<file path="src/rtl/ps2_pkg.sv">
// Shared constants, key table and types for the PS/2 keyboard controller.
package ps2_pkg;

  localparam logic [7:0] PS2_EXT   = 8'hE0;
  localparam logic [7:0] PS2_BREAK = 8'hF0;

  localparam logic [3:0] REG_BITMAP = 4'd0;
  localparam logic [3:0] REG_FIFO   = 4'd1;
  localparam logic [3:0] REG_STATUS = 4'd2;

  typedef struct packed {
    logic       brk;
    logic       ext;
    logic [7:0] code;
  } key_evt_t;

  typedef enum logic [1:0] {RX_IDLE, RX_DATA, RX_PARITY, RX_STOP} rx_state_t;
  typedef enum logic [1:0] {BUS_WAIT_FOR_ACK, BUS_READ_WAIT, BUS_READ_DATA, BUS_FINISH} bus_state_t;

  // Returns {present, ext, code}; present=0 past the end of the table.
  function automatic logic [9:0] key_entry(input int idx);
    case (idx)
      0:       key_entry = 10'h224;  // E
      1:       key_entry = 10'h21D;  // W
      2:       key_entry = 10'h21C;  // A
      3:       key_entry = 10'h21B;  // S
      4:       key_entry = 10'h223;  // D
      5:       key_entry = 10'h26C;  // KP7
      6:       key_entry = 10'h275;  // KP8
      7:       key_entry = 10'h26B;  // KP4
      8:       key_entry = 10'h273;  // KP5
      9:       key_entry = 10'h274;  // KP6
      10:      key_entry = 10'h375;  // Up
      11:      key_entry = 10'h36B;  // Left
      12:      key_entry = 10'h372;  // Down
      13:      key_entry = 10'h374;  // Right
      14:      key_entry = 10'h229;  // Space
      15:      key_entry = 10'h25A;  // Enter
      default: key_entry = 10'h000;
    endcase
  endfunction

endpackage

</file>
<file path="src/rtl/ps2_keyboard_ctrl_frame_rx.sv">
// PS/2 frame receiver in the system clock domain: synchroniser, falling-edge
// detect, start/data/parity/stop sequencing and inactivity timeout.
module ps2_frame_rx
  import ps2_pkg::*;
#(
  parameter int TIMEOUT_CYCLES = 50000
) (
  input  logic       clk,
  input  logic       reset_n,
  input  logic       ps2_clk,
  input  logic       ps2_data,
  output logic [7:0] rx_byte,
  output logic       byte_valid,
  output logic       frame_err,
  output logic       rx_busy
);
  localparam int TW = $clog2(TIMEOUT_CYCLES + 1);

  logic [1:0]    clk_sync, dat_sync;
  logic          clk_prev;
  logic          fall;
  rx_state_t     state;
  logic [2:0]    bit_idx;
  logic [7:0]    shift;
  logic          parity;
  logic [TW-1:0] timer;

  assign fall    = clk_prev && !clk_sync[1];
  assign rx_busy = (state != RX_IDLE);

  always_ff @(posedge clk) begin
    if (!reset_n) begin
      // Idle-high reset values so leaving reset never fakes a falling edge.
      clk_sync   <= 2'b11;
      dat_sync   <= 2'b11;
      clk_prev   <= 1'b1;
      state      <= RX_IDLE;
      bit_idx    <= '0;
      shift      <= '0;
      parity     <= 1'b0;
      timer      <= '0;
      rx_byte    <= '0;
      byte_valid <= 1'b0;
      frame_err  <= 1'b0;
    end else begin
      clk_sync   <= {clk_sync[0], ps2_clk};
      dat_sync   <= {dat_sync[0], ps2_data};
      clk_prev   <= clk_sync[1];
      byte_valid <= 1'b0;
      frame_err  <= 1'b0;

      if (state == RX_IDLE || fall) timer <= '0;
      else                          timer <= timer + 1'b1;

      case (state)
        RX_IDLE: if (fall && !dat_sync[1]) begin
          state   <= RX_DATA;
          bit_idx <= '0;
        end
        RX_DATA: if (fall) begin
          shift   <= {dat_sync[1], shift[7:1]};
          bit_idx <= bit_idx + 1'b1;
          if (bit_idx == 3'd7) state <= RX_PARITY;
        end
        RX_PARITY: if (fall) begin
          parity <= dat_sync[1];
          state  <= RX_STOP;
        end
        RX_STOP: if (fall) begin
          state <= RX_IDLE;
          if (dat_sync[1] && (^{shift, parity})) begin
            rx_byte    <= shift;
            byte_valid <= 1'b1;
          end else begin
            frame_err  <= 1'b1;
          end
        end
        default: state <= RX_IDLE;
      endcase

      // A stalled partial frame is silently dropped, not counted as an error.
      if (state != RX_IDLE && !fall && timer == TW'(TIMEOUT_CYCLES - 1))
        state <= RX_IDLE;
    end
  end

endmodule

</file>
<file path="src/rtl/ps2_keyboard_ctrl.sv">
// PS/2 keyboard controller: prefix decoding, key-state bitmap, event FIFO and
// a read-only register window behind the ack-driven 4-state bus handshake.
module ps2_keyboard_ctrl
  import ps2_pkg::*;
#(
  parameter int BUS_WIDTH      = 32,
  parameter int CTRL_WIDTH     = 8,
  parameter int NUM_KEYS       = 16,
  parameter int FIFO_DEPTH     = 8,
  parameter int TIMEOUT_CYCLES = 50000
) (
  input  logic                  clk,
  input  logic                  reset_n,
  input  logic                  ps2_clk,
  input  logic                  ps2_data,
  input  logic                  ack,
  input  logic [BUS_WIDTH-1:0]  bus_in,
  output logic [BUS_WIDTH-1:0]  bus_out,
  output logic [CTRL_WIDTH-1:0] ctrl_out,
  output logic [4:0]            debug_out
);
  localparam int AW = $clog2(FIFO_DEPTH);
  localparam int CW = AW + 1;

  logic [7:0]          rx_byte;
  logic                byte_valid, frame_err, rx_busy;
  logic                ext_flag, brk_flag;
  logic [NUM_KEYS-1:0] bitmap;
  logic [7:0]          err_cnt;
  logic                overflow;
  key_evt_t            fifo_mem [FIFO_DEPTH];
  logic [AW-1:0]       wr_ptr, rd_ptr;
  logic [CW-1:0]       fifo_cnt;
  bus_state_t          bus_state;
  logic [3:0]          addr;
  logic [BUS_WIDTH-1:0] rd_data;
  logic                fifo_empty, fifo_full, push, do_push, pop;
  key_evt_t            evt;
  logic                unused_bus;

  ps2_frame_rx #(.TIMEOUT_CYCLES(TIMEOUT_CYCLES)) u_rx (
    .clk        (clk),
    .reset_n    (reset_n),
    .ps2_clk    (ps2_clk),
    .ps2_data   (ps2_data),
    .rx_byte    (rx_byte),
    .byte_valid (byte_valid),
    .frame_err  (frame_err),
    .rx_busy    (rx_busy)
  );

  assign unused_bus = ^bus_in[BUS_WIDTH-1:4];
  assign ctrl_out   = '0;
  assign evt        = {brk_flag, ext_flag, rx_byte};
  assign push       = byte_valid && rx_byte != PS2_EXT && rx_byte != PS2_BREAK;
  assign fifo_empty = (fifo_cnt == '0);
  assign fifo_full  = (fifo_cnt == CW'(FIFO_DEPTH));
  assign pop        = (bus_state == BUS_READ_DATA) && (addr == REG_FIFO) && !fifo_empty;
  // A pop in the same cycle frees the slot, so a full FIFO still accepts.
  assign do_push    = push && (!fifo_full || pop);

  always_ff @(posedge clk) begin
    if (!reset_n) begin
      ext_flag <= 1'b0;
      brk_flag <= 1'b0;
      bitmap   <= '0;
      err_cnt  <= '0;
    end else if (frame_err) begin
      ext_flag <= 1'b0;
      brk_flag <= 1'b0;
      if (err_cnt != 8'hFF) err_cnt <= err_cnt + 1'b1;
    end else if (byte_valid) begin
      if (rx_byte == PS2_EXT) ext_flag <= 1'b1;
      else if (rx_byte == PS2_BREAK) brk_flag <= 1'b1;
      else begin
        for (int i = 0; i < NUM_KEYS; i++)
          if (key_entry(i) == {1'b1, ext_flag, rx_byte}) bitmap[i] <= !brk_flag;
        ext_flag <= 1'b0;
        brk_flag <= 1'b0;
      end
    end
  end

  always_ff @(posedge clk) begin
    if (do_push) fifo_mem[wr_ptr] <= evt;
  end

  always_ff @(posedge clk) begin
    if (!reset_n) begin
      wr_ptr   <= '0;
      rd_ptr   <= '0;
      fifo_cnt <= '0;
      overflow <= 1'b0;
    end else begin
      if (do_push) wr_ptr <= wr_ptr + 1'b1;
      if (pop)     rd_ptr <= rd_ptr + 1'b1;
      if (do_push && !pop)      fifo_cnt <= fifo_cnt + 1'b1;
      else if (!do_push && pop) fifo_cnt <= fifo_cnt - 1'b1;
      if (bus_state == BUS_READ_DATA && addr == REG_STATUS) overflow <= 1'b0;
      if (push && !do_push) overflow <= 1'b1;
    end
  end

  always_comb begin
    rd_data = '0;
    case (addr)
      REG_BITMAP: rd_data[NUM_KEYS-1:0] = bitmap;
      REG_FIFO: if (!fifo_empty) begin
        rd_data[31]  = 1'b1;
        rd_data[9:0] = fifo_mem[rd_ptr];
      end
      REG_STATUS: begin
        rd_data[31]      = overflow;
        rd_data[16 +: CW] = fifo_cnt;
        rd_data[7:0]     = err_cnt;
      end
      default: rd_data = '0;
    endcase
  end

  always_ff @(posedge clk) begin
    if (!reset_n) begin
      bus_state <= BUS_WAIT_FOR_ACK;
      addr      <= '0;
      bus_out   <= '0;
      debug_out <= '0;
    end else begin
      debug_out <= {frame_err, overflow, fifo_empty, rx_busy, ext_flag};
      case (bus_state)
        BUS_WAIT_FOR_ACK: begin
          addr <= bus_in[3:0];
          if (ack) bus_state <= BUS_READ_WAIT;
        end
        BUS_READ_WAIT: begin
          bus_out   <= rd_data;
          bus_state <= BUS_READ_DATA;
        end
        BUS_READ_DATA: bus_state <= BUS_FINISH;
        default:       bus_state <= BUS_WAIT_FOR_ACK;
      endcase
    end
  end

endmodule
</file>
<file path="config.mk">
export PLATFORM = sky130hd
export DESIGN_NAME = ps2_keyboard_ctrl
export DESIGN_NICKNAME = d
export VERILOG_FILES = /design/src/rtl/ps2_pkg.sv /design/src/rtl/ps2_keyboard_ctrl_frame_rx.sv /design/src/rtl/ps2_keyboard_ctrl.sv
export SDC_FILE = /design/constraint.sdc
export NUM_CORES = 1
export LEC_CHECK = 0
export CAP_MARGIN = 20
export CORE_ASPECT_RATIO = 2
export CORE_MARGIN = 5
export CORE_UTILIZATION = 35
export CTS_BUF_LIST = sky130_fd_sc_hd__clkbuf_2
export DETAILED_ROUTE_END_ITERATION = 8
export PLACE_DENSITY = 0.6
export SYNTH_ARGS = -nofsm -noshare
export SYNTH_HDL_FRONTEND = slang
export SYNTH_SLANG_ARGS = --single-unit
</file>
<file path="constraint.sdc">
create_clock -name clk -period 3 [get_ports clk]
set_input_delay 0.45 -clock clk [delete_from_list [all_inputs] [get_ports clk]]
set_output_delay 0.45 -clock clk [all_outputs]
set_load 0.01 [all_outputs]
</file>
==> results_dict.tcl <==
set metrics [dict create \
    status "finished clean" \
    period_needed_ps 2800 \
    drc_errors 0 \
    clk_pin_slew_ps 280 \
    placed_area_sq_um 8930 \
    via_per_inst 5.09 \
    final_common_cell "dfxtp_1" \
    critical_path_class "reg2reg" \
    synth-compound-area-share 0.0738 \
    clk-insertion-delay-late_ps 790 \
    maxSlewViolCount 0 \
    ys_async_sr_fraction 0 \
    hold_start "ps2_data" \
    cts_made_buffers 17 \
    synth-xor-area-share 0.0388 \
    ys.flop_type "dfxtp_1" \
    wl_per_cell_um 16.7 \
    wl_mm 17.7 \
    die_x_um 118 \
    powerDensity_nw_per_um2 508 \
    syn_area_sq_um 8220 \
    drt_pre_antenna_iters 5 \
    max_freq_mhz 357 \
    cp-end-kind "flop" \
    setup_violations 0 \
    synth_top_family_by_area "simple AND/OR/NAND/NOR gates" \
    start_util 0.354 \
    rows 79 \
    ant_nets 0 \
    core-area_sq_um 23200 \
    arrival_ps 3530 \
    hpwl_mm 12.4 \
    mostFrequentLayoutCells "dfxtp_1, edfxtp_1, nor2_1" \
    post_cts.repair.setup_buffers 0 \
    r2r-start "fifo_cnt[0]" \
    synth_area_per_cell_sq_um 11.5 \
    r2r_setup_slack_ps 200 \
    cts_hold_buf 0 \
    cts_tree "yes" \
    portBuffers 34 \
    die_area_sq_um 26800 \
    area_growth_pct 11.8 \
    drive_gt1_frac 0.127 \
    layout.cells.non_filler 1057 \
    grt_use_total 0.136 \
    cp-start-kind "flop" \
    design_area_sq_um 9190 \
    place_inst 1024 \
    p_leak_uw 0.00292 \
    synthesis.instances 712 \
    overflow 0 \
    r2r-end "fifo_cnt[3]" \
    hold_viol 0 \
    finalCritPeriodShare 0.933 \
    yosysSeqAreaShare 0.577 \
    grt_pass1_vias 5395 \
    synth-simple-area-share 0.152 \
    synth_edf_count 80 \
    tightest_slew_ps 1060 \
    pin_count 82 \
    ys.warnings.count 0 \
    reg2reg_depth 11 \
    n_fill_cell 2242 \
    multi_input_area_sq_um 3230 \
    num_vias 5383 \
    synth_mux_area_frac 0.0895 \
    cp.required_ps 3730 \
    place.gp.congestion 0.785 \
    setup_tns_ps 0 \
    yosys_register_bits 197 \
    ir_worst_vdd_mv 0.469 \
    grt_pass1_wl_mm 28.7 \
    yosys.cell_types.count 56 \
    dr.first_iter.drc_count 319 \
    synth_fa_ha_area_frac 0.0283 \
    fin_worst_skew_ps 30.0 \
    fin_nets 815 \
    ctsRootBufferMaster "clkbuf_2" \
    max_cap_violations 0 \
    antenna_found_initial 1 \
    hold_class "in2reg" \
    rsz0062_at_grt "false" \
    min_path_cells 2 \
    cts.sinks 197 \
    critPathMaxFanout 6 \
    slew_headroom 0.290 \
    htreeDepth 4 \
    clockBufferDepth 2 \
    regArea_sq_um 4740 \
    min_to "u_rx.dat_sync[0]" \
    cts-resized-gates 0 \
    grt_max_degree 55 \
    die_y_um 227 \
]
==> power by group <==
group	internal [uW]	total, uW	switching, uW
Combinational	177	439	262
Clock	416	1350	937
Sequential	2830	2880	47.7
Total	3420	4670	1250
==> cell families (layout without fill, tap and decap cells) <==
kind of cell	Yosys count	in the layout
AOI/OAI and AO/OA	107	107
xor gates and xnor gates	33	33
adders and majority gates	18	18
buffers and inverters	64	107
DFF	197	197
muxes	46	46
other	1	20
and+or+nand+nor	246	246
==> critical path: stages (launching register included) <==
cell and delay [ps]:
dfxtp_1 450, or4b_1 540, a31oi_1 200, nor2_1 90, ha_1 230, inv_1 120
ha_1 250, a21o_1 170, a21oi_1 160, xnor2_1 100, or3_1 300, a21oi_1 130
==> registers in the layout (all words and copies together) (netlist names), 4 cells and up, named ones only <==
| name | flops |
|---|---|
| fifo_cnt | 4 |
| u_rx.shift | 8 |
| u_rx.timer | 16 |
| addr | 4 |
| debug_out | 5 |
| bus_out | 21 |
| err_cnt | 8 |
| bitmap | 16 |
| u_rx.rx_byte | 8 |
| fifo_mem | 80 |
==> through the flow <==
stage | hold slack (ps) | utilization | power (uW) | setup WS (ps)
CTS | 73.0 | 0.396 | 4740 | 197
global placement | 393 | 0.385 | 3370 | 342
floorplan | 386 | - | 3220 | 175
finish | 178 | 0.396 | 4670 | 201
detailed placement | 396 | 0.385 | 3370 | 272
global route | 80.4 | 0.396 | 4900 | 64.9
==> per-layer routing <==
| layer | vias up | GRT usage | routed length, um |
|---|---|---|---|
| li1 | 2640 | - | - |
| met1 | 2609 | 0.149 | 6880 |
| met2 | 112 | 0.257 | 9760 |
| met3 | 22 | 0.0285 | 714 |
| met4 | 0 | 0.0481 | 314 |
| met5 | - | 0 | 0 |
==> worst max-delay path by stage <==
stage	startpoint	to	cells past startpoint
after global placement	fifo_cnt[0]	fifo_cnt[3]	11
after CTS	fifo_cnt[0]	fifo_cnt[3]	11
after detailed placement	fifo_cnt[0]	fifo_cnt[3]	11
final	fifo_cnt[0]	fifo_cnt[3]	11
after floorplan	u_rx.rx_byte[1]	fifo_cnt[3]	12
after global routing	fifo_cnt[0]	fifo_cnt[3]	11
==> synth_stat cells (2+ instances only) <==
| cell type | n | area share |
|---|---|---|
| a21oi_1 | 46 | 0.028 |
| a22oi_1 | 10 | 0.0091 |
| a311oi_1 | 5 | 0.0053 |
| a31oi_1 | 11 | 0.0084 |
| and2_1 | 5 | 0.0038 |
| buf_1 | 4 | 0.0018 |
| buf_2 | 5 | 0.0030 |
| buf_4 | 20 | 0.018 |
| clkbuf_1 | 20 | 0.0091 |
| dfxtp_1 | 117 | 0.28 |
| edfxtp_1 | 80 | 0.29 |
| ha_1 | 17 | 0.026 |
| inv_1 | 13 | 0.0059 |
| mux2_2 | 10 | 0.014 |
| mux2i_1 | 15 | 0.018 |
| mux4_2 | 20 | 0.055 |
| nand2_1 | 41 | 0.019 |
| nand2b_1 | 21 | 0.016 |
| nand3_1 | 51 | 0.031 |
| nand3b_1 | 2 | 0.0018 |
| nand4_1 | 7 | 0.0053 |
| nand4b_1 | 3 | 0.0032 |
| nor2_1 | 67 | 0.031 |
| nor2b_1 | 4 | 0.0030 |
| nor3_1 | 14 | 0.0085 |
| nor3b_1 | 7 | 0.0064 |
| nor4_1 | 5 | 0.0038 |
| nor4b_1 | 2 | 0.0021 |
| o21ai_0 | 29 | 0.018 |
| or3_1 | 5 | 0.0038 |
| or4b_1 | 2 | 0.0024 |
| xnor2_1 | 17 | 0.018 |
| xor2_1 | 14 | 0.015 |
==> layout make-up <==
class	count	area share
multi-input combinational	469	0.351
clock buffer	18	0.00980
sequential	197	0.516
antenna	1	0.000272
timing repair buffer	61	0.0604
inverter	14	0.00572
clock inverter	14	0.0178
tap	283	0.0385
No activity file was read; power rests on OpenSTA's default activity.
